File: src/rtl/logic_pod_readback.sv
// Read-side DRAM arbiter for one logic pod: issues burst reads and forwards the
// returned words to the pod readback FIFO, credit-paced so that FIFO cannot overflow.
module logic_pod_readback #(
    parameter int unsigned POD_NUMBER      = 0,
    parameter int unsigned MAX_OUTSTANDING = 8
) (
    input  logic         clk_ram_2x,
    input  logic         rst_n,
    input  logic         start,
    input  logic         abort,
    input  logic [2:0]   req_channel,
    input  logic [21:0]  req_ptr,
    input  logic [22:0]  req_count,
    output logic         busy,
    output logic         done,
    output logic         aborted,
    output logic         error,
    output logic         addr_fifo_wr_en,
    output logic [28:0]  addr_fifo_wr_data,
    input  logic [7:0]   addr_fifo_wr_size,
    input  logic         ret_valid,
    input  logic [127:0] ret_data,
    output logic         out_fifo_wr_en,
    output logic [127:0] out_fifo_wr_data,
    output logic         out_fifo_wr_last,
    input  logic [9:0]   out_fifo_wr_size
);

    localparam logic       POD_BIT   = 1'(POD_NUMBER % 2);
    localparam logic [7:0] MAX_BURST = 8'(MAX_OUTSTANDING);

    typedef enum logic [1:0] {StIdle, StIssue, StDrain, StDone} state_e;

    state_e        state_q, state_d;
    logic [2:0]    channel_q;
    logic [21:0]   ptr_q;
    logic [22:0]   remaining_q, remaining_d;
    logic [7:0]    words_q, words_d;
    logic [7:0]    bursts;
    logic          stage_q;
    logic          aborted_q, aborted_d;
    logic          error_q, error_d;
    logic          addr_en_q;
    logic [28:0]   addr_data_q;
    logic          out_en_q;
    logic [127:0]  out_data_q;
    logic          accept_start;
    logic          issue;
    logic          ret_accept;
    logic          discard;
    logic          active;

    always_comb begin
        accept_start = (state_q == StIdle) && start;
        active       = (state_q == StIssue) || (state_q == StDrain);
        bursts       = (words_q + 8'd3) >> 2;
        issue        = (state_q == StIssue) && (remaining_q != 23'd0) && !abort
                       && (addr_fifo_wr_size > 8'd1)
                       && (bursts < MAX_BURST)
                       && ({1'b0, out_fifo_wr_size} > ({3'b000, words_q} + 11'd4));
        // A word sitting in the output stage is already counted; only the rest can be matched.
        ret_accept   = ret_valid && (words_q > {7'd0, stage_q});
        discard      = aborted_q || (active && abort);
        words_d      = words_q + (issue ? 8'd4 : 8'd0) - (stage_q ? 8'd1 : 8'd0);
        remaining_d  = remaining_q - {22'd0, issue};
        error_d      = accept_start ? 1'b0 : (error_q || (ret_valid && !ret_accept));

        aborted_d = aborted_q;
        if (accept_start) begin
            aborted_d = 1'b0;
        end else if (active && abort) begin
            aborted_d = 1'b1;
        end

        state_d = state_q;
        unique case (state_q)
            StIdle: begin
                if (start) begin
                    state_d = (req_count == 23'd0) ? StDone : StIssue;
                end
            end
            StIssue: begin
                if (abort || (remaining_d == 23'd0)) begin
                    state_d = StDrain;
                end
            end
            StDrain: begin
                if (words_d == 8'd0) begin
                    state_d = StDone;
                end
            end
            StDone:  state_d = StIdle;
            default: state_d = StIdle;
        endcase
    end

    always_ff @(posedge clk_ram_2x or negedge rst_n) begin
        if (!rst_n) begin
            state_q     <= StIdle;
            channel_q   <= 3'd0;
            ptr_q       <= 22'd0;
            remaining_q <= 23'd0;
            words_q     <= 8'd0;
            stage_q     <= 1'b0;
            aborted_q   <= 1'b0;
            error_q     <= 1'b0;
            addr_en_q   <= 1'b0;
            addr_data_q <= 29'd0;
            out_en_q    <= 1'b0;
            out_data_q  <= 128'd0;
        end else begin
            state_q   <= state_d;
            words_q   <= words_d;
            stage_q   <= ret_accept;
            aborted_q <= aborted_d;
            error_q   <= error_d;
            addr_en_q <= issue;
            out_en_q  <= ret_accept && !discard;
            if (ret_valid) begin
                out_data_q <= ret_data;
            end
            if (issue) begin
                addr_data_q <= {1'b0, POD_BIT, channel_q, ptr_q, 2'b00};
            end
            if (accept_start) begin
                channel_q   <= req_channel;
                ptr_q       <= req_ptr;
                remaining_q <= req_count;
            end else begin
                if (issue) begin
                    ptr_q <= ptr_q + 22'd1;
                end
                remaining_q <= remaining_d;
            end
        end
    end

    always_comb begin
        busy              = (state_q != StIdle);
        done              = (state_q == StDone);
        aborted           = done && aborted_q;
        error             = error_q;
        addr_fifo_wr_en   = addr_en_q;
        addr_fifo_wr_data = addr_data_q;
        out_fifo_wr_en    = out_en_q;
        out_fifo_wr_data  = out_data_q;
        out_fifo_wr_last  = out_en_q && (remaining_q == 23'd0) && (words_q == 8'd1);
    end

endmodule
File: config.mk
export PLATFORM = sky130hd
export DESIGN_NAME = logic_pod_readback
export DESIGN_NICKNAME = d
export VERILOG_FILES = /design/src/rtl/logic_pod_readback.sv
export SDC_FILE = /design/constraint.sdc
export NUM_CORES = 1
export LEC_CHECK = 0
export ABC_CLOCK_PERIOD_IN_PS = 6670
export CAP_MARGIN = 40
export CORE_MARGIN = 5
export CORE_UTILIZATION = 35
export CTS_CLUSTER_SIZE = 10
export DETAILED_ROUTE_END_ITERATION = 10
export PLACE_DENSITY = 0.65
export SLEW_MARGIN = 20
export SYNTH_ARGS = -nofsm -noshare
export SYNTH_HDL_FRONTEND = slang
export SYNTH_SLANG_ARGS = --single-unit
File: constraint.sdc
create_clock -name clk_ram_2x -period 6.67 [get_ports clk_ram_2x]
set_input_delay 1.334 -clock clk_ram_2x [delete_from_list [all_inputs] [get_ports clk_ram_2x]]
set_output_delay 1.334 -clock clk_ram_2x [all_outputs]
set_load 0.01 [all_outputs]
==> impl_results.md, run 1 <==
* RSZ-0062 raised after global routing: false
* Post-Syn Area at 10,000 sq um
* Multi-input gate area at 4320 sq um
* Port bufs at 357
* Via count at 7,806
* CTS sink count at 216
* Setup crit end kind: flop
* Yosys cell types at 66
* Vias per cell at 4.90
* Mapped Cells at 845
* Worst Path Required at 7.11 ns
* Tot GR Track Use at 18.3%
* Worst hold path class: reg2reg
* Clk Latency, worst-skew pair at 0.52 ns
* Outcome: complete, no violations
* Arr. time, crit path at 6.12 ns
* Area growth, synth to finish at 47.1%
* Sw frac at 33.5%
* Remaining Overflow, GRT at 0
* CORE AREA at 28,500 sq um
* Die ar. at 32,200 sq um
* DRC Markers at 0
* Setup violators final at 0
* Yosys top cell area share at 53.8%
* Avg Inst Size Synth at 11.9 sq um
* Pin count of the biggest net entering global routing at 103
* Hold-fix buffers at CTS at 0
* Primary FF master, synth: dfrtp_1
* Pwr/cell area at 335 nW/um^2
* Setup Crit Path Kind: in2reg
* Hold depth at 2
* Sequential cell area at 5410 sq um
* Switching pwr at 0.00166 W
* Die Width at 179 microns
* Crit share post-route at 85.2%
* #FFs+latches synth at 216
* Number of flops mapped to enable cells by yosys at 0
* Peak supply drop at 209 uV
* Sequential share of the synthesized area at 53.8%
* Worst-margin pin slew at 0.845 ns
* Post-cts sizing count at 0
* Synth top cells by count: dfrtp_1 (216), mux2_2 (128), nand2_1 (67)
* Htree depth at 1
* Rel. slew slack at 43.6%
* Setup repair bufs after CTS at 0
* Detailed Route WL at 30,600 microns
* Ys async rst share at 100%
* Post-DP HPWL at 23,200 microns
* Flop2flop setup slack at 1.32 ns
* Comb pwr share at 35.2%
* Most frequent cell after synthesis: dfrtp_1
* Finished Layout Cells at 1,594
* Leading area contributor after synthesis: dfrtp_1
* Slew Limit Fails at 0
* Share of layout cells above drive strength 1 at 15.2%
* Initial DRC count at 368
* Fin util at 51.8%
* Die height at 179 microns
* Placed Cells incl. Taps at 1,553
* Ys Warns at 0
* GPL Wtd Cong at 0.857
* Minimum clock period at 5.69 ns
* Initial Util at 35.2%
* Maximum clock rate at 176 MHz
* CTS tree: done
* Clock Tree Buf Depth at 3
* Clk_skew at 0.0122 ns
* # rows at 62
* R2R depth at 17
* Max Cap Viol at 0
* Ranking of synthesized cells by area: dfrtp_1 (54%), mux2_2 (14%), ha_1 (4.2%)
* Final hold vios at 0
* Crit start category: input pin
* Antenna Violating Nets Remaining at 0
* Antenna violations before repair at 4
* Lkg Pwr at 6.06 nW
* Layout filler cell count at 2,581
* First-pass iteration count of the detailed router at 4
* Number of global-route vias before repair at 8,256
* Pint at 0.00329 W
* Clock group share of total power at 25.5%
* Reg clk slew, reported paths at 0.05 ns
* WL/cell at 19.2 microns
* Setup TNS Final at 0 ns
* Crit path max fanout at 11
* Seq pwr share at 39.3%
* Nets@finish at 1,433
* Total CTS buffers at 26
* Clk root buf: clkbuf_16
* First-pass GRT wire length at 47,700 microns
* I/O pin total at 363
## layout by cell type (no fill, tap or decap), drive strengths merged, types with 3 or more instances in the layout
cell type / n
nand3b: 3
mux2: 144
and3: 4
ha: 34
or3: 17
inv: 32
clkdlybuf4s50: 355
a31oi: 18
nor2b: 5
xnor2: 23
nand4: 4
o2111ai: 4
nor4: 18
conb: 4
nor2: 40
o21a: 3
and2: 5
clkbuf: 37
o31ai: 7
o211ai: 5
a21o: 3
a21oi: 14
nand3: 10
nand2b: 5
a211oi: 5
and4: 5
nand2: 67
nor3: 13
or4: 12
dfrtp: 216
xor2: 11
buf: 12
o21ai: 46
## cell families after synthesis
logic type      count (synthesis)  synth area share (%)
other cells                     1                0.0373
fa+ha+maj                      35                  4.43
flops                         216                  53.8
simple gates                  217                  11.4
mux                           145                  16.2
buf+inv                        77                  3.36
xor+xnor                       34                  2.96
compound gates                120                  7.78
## layout make-up
type	instances	area share, %
antenna	2	0.0339
clock buffer	36	4.93
clock inverter	1	0.0339
inverter	32	0.812
multi-input combinational	555	29.2
sequential	216	36.6
tap	384	3.25
timing repair buffer	368	25.1
## path summary, 6_finish.rpt
path | from | endpoint
hold reg to reg | channel_q[1] | addr_fifo_wr_data[25]
hold / removal | channel_q[1] | addr_fifo_wr_data[25]
min in group asynchronous | rst_n | out_fifo_wr_en
setup / recovery | out_fifo_wr_size[5] | state_q[1]
setup reg to reg | remaining_q[18] | state_q[1]
max in group asynchronous | rst_n | out_fifo_wr_data[117]
## sequential cells by signal, summed over array words and instances (netlist names)
name	count
state_q	2
aborted_q	1
words_q	8
out_fifo_wr_en	1
out_fifo_wr_data	128
addr_fifo_wr_data	25
stage_q	1
channel_q	3
error	1
ptr_q	22
remaining_q	23
addr_fifo_wr_en	1
## layer usage
layer  GRT usage (%)  share of wire (%)  vias to the layer above
li1                -                  -                     3719
met1            21.5                 39                     3775
met2            31.0                 48                      276
met3            8.91                 12                       32
met4            3.38                1.5                        4
met5               0              0.085                        -
## power groups by stage
| stage | sequential, W | clock [W] | combinational, W |
|---|---|---|---|
| floorplan | 0.00195 | 0 | 0.000992 |
| global placement | 0.00195 | 0 | 0.00171 |
| detailed placement | 0.00196 | 0 | 0.00175 |
| CTS | 0.00195 | 0.00131 | 0.00176 |
| global route | 0.00200 | 0.00137 | 0.00194 |
| finish | 0.00195 | 0.00126 | 0.00174 |
## metrics by stage
step                      hold WS, ns  power [W]  setup WS [ns]  instance area (sq um)
after global routing            0.493    0.00532          0.752                  14800
after floorplan                 0.439    0.00294           1.25                  10100
after detailed placement        0.456    0.00372          0.480                  14000
final                           0.476    0.00495          0.984                  14800
after global placement          0.452    0.00366          0.532                  14000
after CTS                       0.470    0.00502          0.990                  14700
## critical path, stage by stage
cell	delay [ns]
clkdlybuf4s50_1	0.42
ha_1	0.32
and4_1	0.23
nand4_1	0.10
nand4_1	0.10
nor3_1	0.25
buf_4	0.20
o21ai_4	0.07
inv_2	0.18
ha_1	0.26
ha_1	0.34
or3b_1	0.56
or4_1	0.62
and3_1	0.26
o32ai_2	0.36
nor4_4	0.09
o21ai_2	0.18
mux2i_1	0.21
(Power assumes the default switching activity.)
==> run 2, diff against run 1 <==
--- a/config.mk
+++ b/config.mk
@@ -12,6 +12,7 @@
 export CTS_CLUSTER_SIZE = 10
 export DETAILED_ROUTE_END_ITERATION = 10
 export PLACE_DENSITY = 0.65
+export SKIP_LAST_GASP = 1
 export SLEW_MARGIN = 20
 export SYNTH_ARGS = -nofsm -noshare
 export SYNTH_HDL_FRONTEND = slang
==> results of run 2 <==
The final DEF is identical to that of run 1; final timing and power are the same.
